<file path="config.mk">
export PLATFORM = sky130hd
export DESIGN_NAME = pontuacao_parametrizada_flat
export DESIGN_NICKNAME = d
export VERILOG_FILES = /design/src/rtl/pontuacao_pkg.sv /design/src/rtl/pontuacao_parametrizada_if.sv /design/src/rtl/divisor_serial.sv /design/src/rtl/pontuacao_parametrizada.sv /design/src/flat_wrapper.sv
export SDC_FILE = /design/constraint.sdc
export NUM_CORES = 1
export LEC_CHECK = 0
export CORE_UTILIZATION = 66
export DETAILED_ROUTE_END_ITERATION = 6
export PLACE_DENSITY = 0.89
export SKIP_LAST_GASP = 1
export SLEW_MARGIN = 10
export SYNTH_ARGS = -nofsm -noshare
export SYNTH_HDL_FRONTEND = slang
export SYNTH_SLANG_ARGS = --single-unit
</file>
<file path="constraint.sdc">
create_clock -name clock -period 7.1 [get_ports clock]
set_input_delay 1.775 -clock clock [delete_from_list [all_inputs] [get_ports clock]]
set_output_delay 1.775 -clock clock [all_outputs]
set_load 0.005 [all_outputs]
</file>
<file path="src/rtl/pontuacao_pkg.sv">
`default_nettype none
// ============================================================================
// Module   : pontuacao_pkg
// Purpose  : Shared types and constants for the round-scoring block: FSM
//            state encoding, default per-level round table and the helper
//            that turns a round count into its triangular score divisor.
// Revision : 1.0 - initial release
// ============================================================================
package pontuacao_pkg;

  // Scoring FSM states
  typedef enum logic [1:0] {
    IDLE   = 2'd0,
    CALC   = 2'd1,
    UPDATE = 2'd2
  } state_t;

  // Default round table, one entry per difficulty level
  localparam int ROUNDS_L0_DEF = 8;
  localparam int ROUNDS_L1_DEF = 16;
  localparam int ROUNDS_L2_DEF = 24;
  localparam int ROUNDS_L3_DEF = 32;

  // S = N(N+1)/2: sum of round weights, so a full error-free game adds up
  // to (about) MAX_SCORE
  function automatic int soma_rodadas(input int n);
    return (n * (n + 1)) / 2;
  endfunction

endpackage
`default_nettype wire

</file>
<file path="src/rtl/pontuacao_parametrizada_if.sv">
`default_nettype none
// ============================================================================
// Module   : pontuacao_parametrizada_if
// Purpose  : Round-result channel (valid/ready handshake plus level, round
//            index and error count) between the game logic and the scorer.
// Revision : 1.0 - initial release
// ============================================================================
interface pontuacao_parametrizada_if #(
  parameter int ROUND_W = 5,
  parameter int ERR_W   = 4
);
  logic               round_valid;
  logic               round_ready;
  logic [1:0]         nivel;
  logic [ROUND_W-1:0] round_idx;
  logic [ERR_W-1:0]   erros;

  modport master (
    output round_valid, nivel, round_idx, erros,
    input  round_ready
  );

  modport slave (
    input  round_valid, nivel, round_idx, erros,
    output round_ready
  );
endinterface
`default_nettype wire

</file>
<file path="src/rtl/divisor_serial.sv">
`default_nettype none
// ============================================================================
// Module   : divisor_serial
// Purpose  : Restoring divider, one quotient bit per cycle. The caller
//            guarantees the quotient fits in QW bits, so the divisor is
//            pre-shifted by QW-1 and walked down one position per cycle.
//            done pulses for one cycle QW cycles after start; a new start
//            always restarts the operation.
// Revision : 1.0 - initial release
// ============================================================================
module divisor_serial #(
  parameter int DW = 19,
  parameter int QW = 8
) (
  input  logic          clock,
  input  logic          reset_n,
  input  logic          start,
  input  logic [DW-1:0] dividend,
  input  logic [DW-1:0] divisor,
  output logic          done,
  output logic [QW-1:0] quotient
);
  localparam int RW = DW + QW;
  localparam int CW = $clog2(QW + 1);

  logic [RW-1:0] rem_q, rem_d;
  logic [RW-1:0] dsh_q, dsh_d;
  logic [QW-1:0] quo_q, quo_d;
  logic [CW-1:0] cnt_q, cnt_d;
  logic          busy_q, busy_d;
  logic          done_q, done_d;

  // Load on start, otherwise one trial subtraction per cycle while busy
  always_comb begin
    rem_d  = rem_q;
    dsh_d  = dsh_q;
    quo_d  = quo_q;
    cnt_d  = cnt_q;
    busy_d = busy_q;
    done_d = 1'b0;
    if (start) begin
      rem_d  = RW'(dividend);
      dsh_d  = RW'(divisor) << (QW - 1);
      quo_d  = '0;
      cnt_d  = CW'(QW);
      busy_d = 1'b1;
    end else if (busy_q) begin
      if (rem_q >= dsh_q) begin
        rem_d = rem_q - dsh_q;
        quo_d = {quo_q[QW-2:0], 1'b1};
      end else begin
        quo_d = {quo_q[QW-2:0], 1'b0};
      end
      dsh_d = dsh_q >> 1;
      cnt_d = cnt_q - CW'(1);
      if (cnt_q == CW'(1)) begin
        busy_d = 1'b0;
        done_d = 1'b1;
      end
    end
  end

  // Divider state registers
  always_ff @(posedge clock or negedge reset_n) begin
    if (!reset_n) begin
      rem_q  <= '0;
      dsh_q  <= '0;
      quo_q  <= '0;
      cnt_q  <= '0;
      busy_q <= 1'b0;
      done_q <= 1'b0;
    end else begin
      rem_q  <= rem_d;
      dsh_q  <= dsh_d;
      quo_q  <= quo_d;
      cnt_q  <= cnt_d;
      busy_q <= busy_d;
      done_q <= done_d;
    end
  end

  assign done     = done_q;
  assign quotient = quo_q;

endmodule
`default_nettype wire

</file>
<file path="src/rtl/pontuacao_parametrizada.sv">
`default_nettype none
// ============================================================================
// Module   : pontuacao_parametrizada
// Purpose  : Per-round game scorer. Each accepted round adds
//            floor((idx+1)*MAX_SCORE/S) minus an error penalty, saturating
//            at MAX_SCORE; an error-free game finishes on exactly MAX_SCORE.
//            Fixed latency of QW+2 cycles from handshake to pontos_valid.
// Options  : define STREAK_BONUS_EN to enable the zero-error streak bonus
//            (parameters STREAK_LEN, STREAK_BONUS).
// Revision : 1.0 - initial release
// ============================================================================
module pontuacao_parametrizada
  import pontuacao_pkg::*;
#(
  parameter int SCORE_W      = 7,
  parameter int MAX_SCORE    = 100,
  parameter int ROUND_W      = 5,
  parameter int ERR_W        = 4,
  parameter int PENALTY_UNIT = 2,
`ifdef STREAK_BONUS_EN
  parameter int STREAK_LEN   = 4,
  parameter int STREAK_BONUS = 5,
`endif
  parameter int ROUNDS_L0    = ROUNDS_L0_DEF,
  parameter int ROUNDS_L1    = ROUNDS_L1_DEF,
  parameter int ROUNDS_L2    = ROUNDS_L2_DEF,
  parameter int ROUNDS_L3    = ROUNDS_L3_DEF
) (
  input  logic                      clock,
  input  logic                      reset_n,
  input  logic                      novo_jogo,
  pontuacao_parametrizada_if.slave  rnd,
  output logic [SCORE_W-1:0]        pontos,
  output logic                      pontos_valid,
  output logic                      erro_rodada,
  output logic                      jogo_fim,
  output logic [ROUND_W-1:0]        streak
);
  localparam int QW     = SCORE_W + 1;
  localparam int DIV_W  = 2 * ROUND_W + SCORE_W + 2;
  localparam int NW     = ROUND_W + 1;
  localparam int TOT_W  = ERR_W + ROUND_W;
  localparam int PEN_W  = ERR_W + $clog2(PENALTY_UNIT + 1);
  localparam int CMP_W  = QW + PEN_W;
  localparam int SW1    = SCORE_W + 1;
  localparam logic [SW1-1:0] C_MAX = SW1'(MAX_SCORE);

  // Rounds per game for a level
  function automatic logic [NW-1:0] rounds_of(input logic [1:0] lvl);
    case (lvl)
      2'd0:    return NW'(ROUNDS_L0);
      2'd1:    return NW'(ROUNDS_L1);
      2'd2:    return NW'(ROUNDS_L2);
      default: return NW'(ROUNDS_L3);
    endcase
  endfunction

  // Score divisor for a level, folded to a constant per branch
  function automatic logic [DIV_W-1:0] s_of(input logic [1:0] lvl);
    case (lvl)
      2'd0:    return DIV_W'(soma_rodadas(ROUNDS_L0));
      2'd1:    return DIV_W'(soma_rodadas(ROUNDS_L1));
      2'd2:    return DIV_W'(soma_rodadas(ROUNDS_L2));
      default: return DIV_W'(soma_rodadas(ROUNDS_L3));
    endcase
  endfunction

  state_t              state_q, state_d;
  logic [1:0]          nivel_q, nivel_d;
  logic [ROUND_W-1:0]  idx_q, idx_d;
  logic [ERR_W-1:0]    erros_q, erros_d;
  logic [QW-1:0]       base_q, base_d;
  logic [SCORE_W-1:0]  pontos_q, pontos_d;
  logic                pv_q, pv_d;
  logic                er_q, er_d;
  logic                fim_q, fim_d;
  logic                ready_q, ready_d;
  logic [TOT_W-1:0]    tot_q, tot_d;
`ifdef STREAK_BONUS_EN
  logic [ROUND_W-1:0]  streak_q, streak_d;
  logic [ROUND_W-1:0]  streak_next;
  logic [SW1-1:0]      sum_bonus;
`endif

  logic                handshake;
  logic                in_range;
  logic                div_start;
  logic                div_done;
  logic [QW-1:0]       div_quot;
  logic [DIV_W-1:0]    dividend;

  logic [PEN_W-1:0]    penalty;
  logic [CMP_W-1:0]    gain;
  logic [SW1-1:0]      sum_raw, score_acc;
  logic [TOT_W:0]      tot_sum;
  logic [TOT_W-1:0]    tot_next;
  logic                last_round;
  logic [SCORE_W-1:0]  score_next;

  assign handshake = rnd.round_valid && ready_q;
  assign in_range  = NW'(rnd.round_idx) < rounds_of(rnd.nivel);
  assign dividend  = (DIV_W'(rnd.round_idx) + DIV_W'(1)) * DIV_W'(MAX_SCORE);

  // The divider starts straight off the handshake so the whole round fits
  // in QW+2 cycles
  divisor_serial #(
    .DW (DIV_W),
    .QW (QW)
  ) u_div (
    .clock    (clock),
    .reset_n  (reset_n),
    .start    (div_start),
    .dividend (dividend),
    .divisor  (s_of(rnd.nivel)),
    .done     (div_done),
    .quotient (div_quot)
  );

  // Score arithmetic for the round being committed in UPDATE
  always_comb begin
    penalty   = PEN_W'(erros_q) * PEN_W'(PENALTY_UNIT);
    gain      = (CMP_W'(base_q) > CMP_W'(penalty)) ?
                (CMP_W'(base_q) - CMP_W'(penalty)) : '0;
    // gain never exceeds base, which never exceeds MAX_SCORE
    sum_raw   = SW1'(pontos_q) + SW1'(gain);
    score_acc = (sum_raw > C_MAX) ? C_MAX : sum_raw;
`ifdef STREAK_BONUS_EN
    streak_next = (erros_q == '0) ?
                  ((streak_q == '1) ? streak_q : streak_q + ROUND_W'(1)) : '0;
    sum_bonus   = score_acc + SW1'(STREAK_BONUS);
    if ((erros_q == '0) && ((int'(streak_next) % STREAK_LEN) == 0)) begin
      score_acc = (sum_bonus > C_MAX) ? C_MAX : sum_bonus;
    end
`endif
    tot_sum    = {1'b0, tot_q} + (TOT_W + 1)'(erros_q);
    tot_next   = tot_sum[TOT_W] ? '1 : tot_sum[TOT_W-1:0];
    last_round = (NW'(idx_q) + NW'(1)) == rounds_of(nivel_q);
    score_next = (last_round && (tot_next == '0)) ?
                 SCORE_W'(MAX_SCORE) : score_acc[SCORE_W-1:0];
  end

  // FSM next-state and registered-output decode
  always_comb begin
    state_d   = state_q;
    nivel_d   = nivel_q;
    idx_d     = idx_q;
    erros_d   = erros_q;
    base_d    = base_q;
    pontos_d  = pontos_q;
    pv_d      = 1'b0;
    er_d      = 1'b0;
    fim_d     = fim_q;
    tot_d     = tot_q;
`ifdef STREAK_BONUS_EN
    streak_d  = streak_q;
`endif
    div_start = 1'b0;
    if (novo_jogo) begin
      state_d  = IDLE;
      pontos_d = '0;
      tot_d    = '0;
      fim_d    = 1'b0;
`ifdef STREAK_BONUS_EN
      streak_d = '0;
`endif
    end else begin
      case (state_q)
        IDLE: begin
          if (handshake) begin
            nivel_d = rnd.nivel;
            idx_d   = rnd.round_idx;
            erros_d = rnd.erros;
            if (in_range) begin
              div_start = 1'b1;
              state_d   = CALC;
            end else begin
              er_d = 1'b1;
            end
          end
        end
        CALC: begin
          if (div_done) begin
            base_d  = div_quot;
            state_d = UPDATE;
          end
        end
        UPDATE: begin
          pontos_d = score_next;
          pv_d     = 1'b1;
          tot_d    = tot_next;
          fim_d    = fim_q | last_round;
`ifdef STREAK_BONUS_EN
          streak_d = streak_next;
`endif
          state_d  = IDLE;
        end
        default: state_d = IDLE;
      endcase
    end
    ready_d = (state_d == IDLE) && !fim_d;
  end

  // FSM state and output registers
  always_ff @(posedge clock or negedge reset_n) begin
    if (!reset_n) begin
      state_q  <= IDLE;
      nivel_q  <= '0;
      idx_q    <= '0;
      erros_q  <= '0;
      base_q   <= '0;
      pontos_q <= '0;
      pv_q     <= 1'b0;
      er_q     <= 1'b0;
      fim_q    <= 1'b0;
      ready_q  <= 1'b1;
      tot_q    <= '0;
`ifdef STREAK_BONUS_EN
      streak_q <= '0;
`endif
    end else begin
      state_q  <= state_d;
      nivel_q  <= nivel_d;
      idx_q    <= idx_d;
      erros_q  <= erros_d;
      base_q   <= base_d;
      pontos_q <= pontos_d;
      pv_q     <= pv_d;
      er_q     <= er_d;
      fim_q    <= fim_d;
      ready_q  <= ready_d;
      tot_q    <= tot_d;
`ifdef STREAK_BONUS_EN
      streak_q <= streak_d;
`endif
    end
  end

  assign rnd.round_ready = ready_q;
  assign pontos          = pontos_q;
  assign pontos_valid    = pv_q;
  assign erro_rodada     = er_q;
  assign jogo_fim        = fim_q;
`ifdef STREAK_BONUS_EN
  assign streak          = streak_q;
`else
  assign streak          = '0;
`endif

endmodule
`default_nettype wire

</file>
<file path="src/flat_wrapper.sv">
// flat-port wrapper written by rule: the top's interface ports become plain ports
module pontuacao_parametrizada_flat import pontuacao_pkg::*;
#(
  parameter int SCORE_W      = 7,
  parameter int MAX_SCORE    = 100,
  parameter int ROUND_W      = 5,
  parameter int ERR_W        = 4,
  parameter int PENALTY_UNIT = 2,

  parameter int ROUNDS_L0    = ROUNDS_L0_DEF,
  parameter int ROUNDS_L1    = ROUNDS_L1_DEF,
  parameter int ROUNDS_L2    = ROUNDS_L2_DEF,
  parameter int ROUNDS_L3    = ROUNDS_L3_DEF
)
  (clock, reset_n, novo_jogo, pontos, pontos_valid, erro_rodada, jogo_fim, streak, rnd_round_valid, rnd_nivel, rnd_round_idx, rnd_erros, rnd_round_ready);
  pontuacao_parametrizada_if #(.ROUND_W(ROUND_W), .ERR_W(ERR_W)) rnd_i ();
  input  logic clock;
  input  logic reset_n;
  input  logic novo_jogo;
  output logic [SCORE_W-1:0] pontos;
  output logic pontos_valid;
  output logic erro_rodada;
  output logic jogo_fim;
  output logic [ROUND_W-1:0] streak;
  input wire logic [$bits(rnd_i.round_valid)-1:0] rnd_round_valid;
  input wire logic [$bits(rnd_i.nivel)-1:0] rnd_nivel;
  input wire logic [$bits(rnd_i.round_idx)-1:0] rnd_round_idx;
  input wire logic [$bits(rnd_i.erros)-1:0] rnd_erros;
  output wire logic [$bits(rnd_i.round_ready)-1:0] rnd_round_ready;
  assign rnd_i.round_valid = rnd_round_valid;
  assign rnd_i.nivel = rnd_nivel;
  assign rnd_i.round_idx = rnd_round_idx;
  assign rnd_i.erros = rnd_erros;
  assign rnd_round_ready = rnd_i.round_ready;
  pontuacao_parametrizada #(.SCORE_W(SCORE_W), .MAX_SCORE(MAX_SCORE), .ROUND_W(ROUND_W), .ERR_W(ERR_W), .PENALTY_UNIT(PENALTY_UNIT), .ROUNDS_L0(ROUNDS_L0), .ROUNDS_L1(ROUNDS_L1), .ROUNDS_L2(ROUNDS_L2), .ROUNDS_L3(ROUNDS_L3)) u_core (.clock(clock), .reset_n(reset_n), .novo_jogo(novo_jogo), .rnd(rnd_i), .pontos(pontos), .pontos_valid(pontos_valid), .erro_rodada(erro_rodada), .jogo_fim(jogo_fim), .streak(streak));
endmodule
</file>
==> summary.txt <==
Worst skew pair latency: 0.39 ns
Buffer count from post-CTS setup fixing: 0
First-pass GRT wire length: 24100 um
Post-synthesis area per instance: 9.46 um2
Ant. Diodes: 0
Crit path kind: primary input to flip-flop
Ys Warns: 0
R2R depth: 16
Status: complete, no violations
DRC: 0
CTS Buffer Depth: 2
Switching part of the total power: 0.461
Worst-path clk slew: 0.11 ns
Routed wire length: 14700 um
# setup viols final: 0
Rel. slew slack: 0.338
Max Fanout on Critical Path: 6
CTS tree: done
Row count: 36
Routed met2 length: 7730 um
Post-synth ARST share: 1.00
Hold Buf Count CTS: 0
Power Internal: 1.68 mW
Syn Inst Count: 711
Starting Density: 0.685
Die W: 103 um
Initial antenna violation count: 0
Reg-to-reg startpoint: u_core.erros_q[1]
Sequential Area: 2480 um2
M1 WL: 6170 um
Vias post-DR: 5353
Final core occ: 0.738
FMAX: 199 MHz
Slew @ Worst Pin: 0.994 ns
Input/output buffers: 25
Share of cells above drive strength 1: 0.0779
Layout overhead on the synthesized area: 7.68%
Worst Setup Slack, final: 2.08 ns
Pleak: 3.34 nW
Wire per inst: 17.0 um
CP Launch Type: primary input
# clock sinks: 99
Crit path DAT: 5.27 ns
Vias in the first global route: 5202
Reg2Reg Setup Slack: 2.09 ns
Final period util: 0.707
Fin Clk Skew: 0.0137 ns
First DRT Iteration DRCs: 318
Fin cells: 865
Largest net degree at the start of global routing: 67
Die height: 103 um
Min-delay src: u_core.u_div.rem_q[0]
Hold Slack: 0.499 ns
Cell area after synthesis: 6730 um2
Die Area: 10600 um2
Setup_tns: 0 ns
Number of distinct library cells after synthesis: 75
Final count of hold timing violations: 0
DRT Pass-1 Iters: 5
Grt total ovfl: 0
CTS buffer count: 9
Comb power frac: 0.581
Gp weighted congestion: 0.918
Clock Root Buffer: clkbuf_8
Fillcell total: 720
EDFF count, synth: 0
Antenna Violating Nets Remaining: 0
Hold EP: u_core.u_div.rem_q[0]
Net Sw Power: 1.43 mW
I/O pin cnt: 31
FF+latch count, synth: 99
Final max-slew violation count: 0
Clock share of power: 0.115
Max Cap Viol: 0
Worst hold path cell count: 1
Met3 routed WL: 471 um
Placed cells: 849
Worst vdd ir: 301 uV
Worst Hold Class: flip-flop to flip-flop
Gr usage total: 0.295
PostCTS Resize Cnt: 0
Area of the multi-input gates: 3950 um2
DR vias/cell: 6.19
Pre-CTS WS: 1.67 ns
H-tree depth: 3
Flop pwr share: 0.305
FF-to-FF End: u_core.pontos[1]
Post-DP HPWL: 10800 um
PD cells: 430 nW/um2
Final net count: 814
Crit path time final: 5.02 ns
RSZ-0062 raised after global routing: false
Max layer used: met4
Ys flop type: dfrtp_1
Sequential share of the synthesized area: 0.368
Worst Path Required: 7.35 ns
Nature of the critical path endpoint: flip-flop
Core Area: 9820 um2
==> placed cells by master (no fill, tap or decap), types with 8 or more instances in the layout <==
cell,instances
a211oi_1,14
nand2_1,44
a31oi_1,8
clkbuf_8,9
ha_1,67
or3_1,8
nor2_1,77
xnor2_1,21
dfrtp_1,97
xor2_1,16
inv_1,49
mux2_2,14
nor3_1,18
clkdlybuf4s50_1,24
nor2b_1,14
o21ai_0,26
nand3_1,12
a21oi_1,37
mux2i_1,28
==> state kept, by name (all words and copies together), names as in the netlist, 4 cells and up <==
| register | count |
|---|---|
| u_core.base_q | 8 |
| u_core.u_div.quotient | 8 |
| u_core.u_div.rem_q | 27 |
| u_core.idx_q | 5 |
| u_core.u_div.dsh_q | 17 |
| u_core.erros_q | 4 |
| u_core.u_div.cnt_q | 4 |
| u_core.tot_q | 9 |
| u_core.pontos | 7 |
==> stage by stage <==
step	cell area [um2]	power [mW]
finish	7240	3.11
global route	7240	3.37
CTS	7240	3.09
detailed placement	7060	2.72
global placement	7060	2.62
floorplan	6740	2.33
==> routing by layer <==
| metal | vias up | GRT usage |
|---|---|---|
| li1 | 2558 | - |
| met1 | 2635 | 0.357 |
| met2 | 126 | 0.527 |
| met3 | 34 | 0.0481 |
| met4 | 0 | 0.115 |
| met5 | - | 0 |
==> power by group through the flow <==
stage                     Sequential, mW  Clock (mW)  Combinational [mW]
after floorplan                    0.871           0                1.46
after global placement             0.942           0                1.67
after detailed placement           0.953           0                1.77
after CTS                          0.944       0.361                1.79
after global routing               0.971       0.385                2.01
final                              0.948       0.357                1.81
==> area by class of cell <==
cell class                 count  share of cell area
clock buffer                   9              0.0171
clock inverter                 7             0.00812
inverter                      49              0.0254
multi-input combinational    538               0.545
sequential                    99               0.342
tap                          133              0.0230
timing repair buffer          30              0.0394
==> Yosys cell counts (6+ instances only) <==
| master | count | area share |
|---|---|---|
| ha_1 | 67 | 0.12 |
| nor2b_1 | 14 | 0.013 |
| nor4_1 | 7 | 0.0065 |
| a211oi_1 | 14 | 0.016 |
| xor2_1 | 16 | 0.021 |
| nor3_1 | 18 | 0.013 |
| buf_1 | 7 | 0.0039 |
| nand2_1 | 44 | 0.025 |
| o21ai_0 | 26 | 0.019 |
| or3_1 | 8 | 0.0074 |
| a21oi_1 | 37 | 0.028 |
| clkbuf_1 | 13 | 0.0073 |
| nand3_1 | 12 | 0.0089 |
| a31oi_1 | 8 | 0.0074 |
| o31ai_1 | 7 | 0.0078 |
| nand2b_1 | 6 | 0.0056 |
| o21a_1 | 8 | 0.0089 |
| nor2_1 | 77 | 0.043 |
| mux2_2 | 14 | 0.023 |
| mux2i_1 | 28 | 0.042 |
| inv_1 | 49 | 0.027 |
| or4_1 | 7 | 0.0078 |
| dfrtp_1 | 98 | 0.36 |
| xnor2_1 | 21 | 0.027 |
==> cells by family (layout without fill, tap and decap cells) <==
family	count (synthesis)	in the layout	synth area share
adders and majority gates	72	72	0.140
other	1	5	0.000558
xor gates and xnor gates	37	37	0.0482
and+or+nand+nor	224	224	0.168
DFF	99	99	0.368
AOI/OAI and AO/OA	158	158	0.163
buffers and inverters	78	95	0.0480
muxes	42	42	0.0651
==> how the worst max path moves through the flow <==
| stage | from | endpoint | slack [ns] | cells after the start |
|---|---|---|---|---|
| floorplan | rnd_round_idx[0] | u_core.u_div.rem_q[12] | 2.56 | 13 |
| global placement | rnd_round_idx[0] | u_core.u_div.rem_q[12] | 1.83 | 15 |
| detailed placement | rnd_round_idx[0] | u_core.u_div.rem_q[13] | 1.67 | 14 |
| CTS | rnd_round_idx[0] | u_core.u_div.rem_q[13] | 2.09 | 14 |
| global route | u_core.erros_q[1] | u_core.pontos[0] | 1.74 | 16 |
| finish | rnd_round_idx[0] | u_core.u_div.rem_q[13] | 2.08 | 13 |
==> critical path, stage by stage <==
cell	delay (ns)
clkdlybuf4s50_1	0.60
ha_1	0.24
xor2_1	0.28
ha_1	0.29
ha_1	0.31
ha_1	0.32
ha_1	0.32
a21o_1	0.17
a21oi_1	0.24
o21ai_0	0.21
a21o_1	0.21
a221oi_1	0.27
a221oi_2	0.05
No activity file was read; power rests on OpenSTA's default activity.
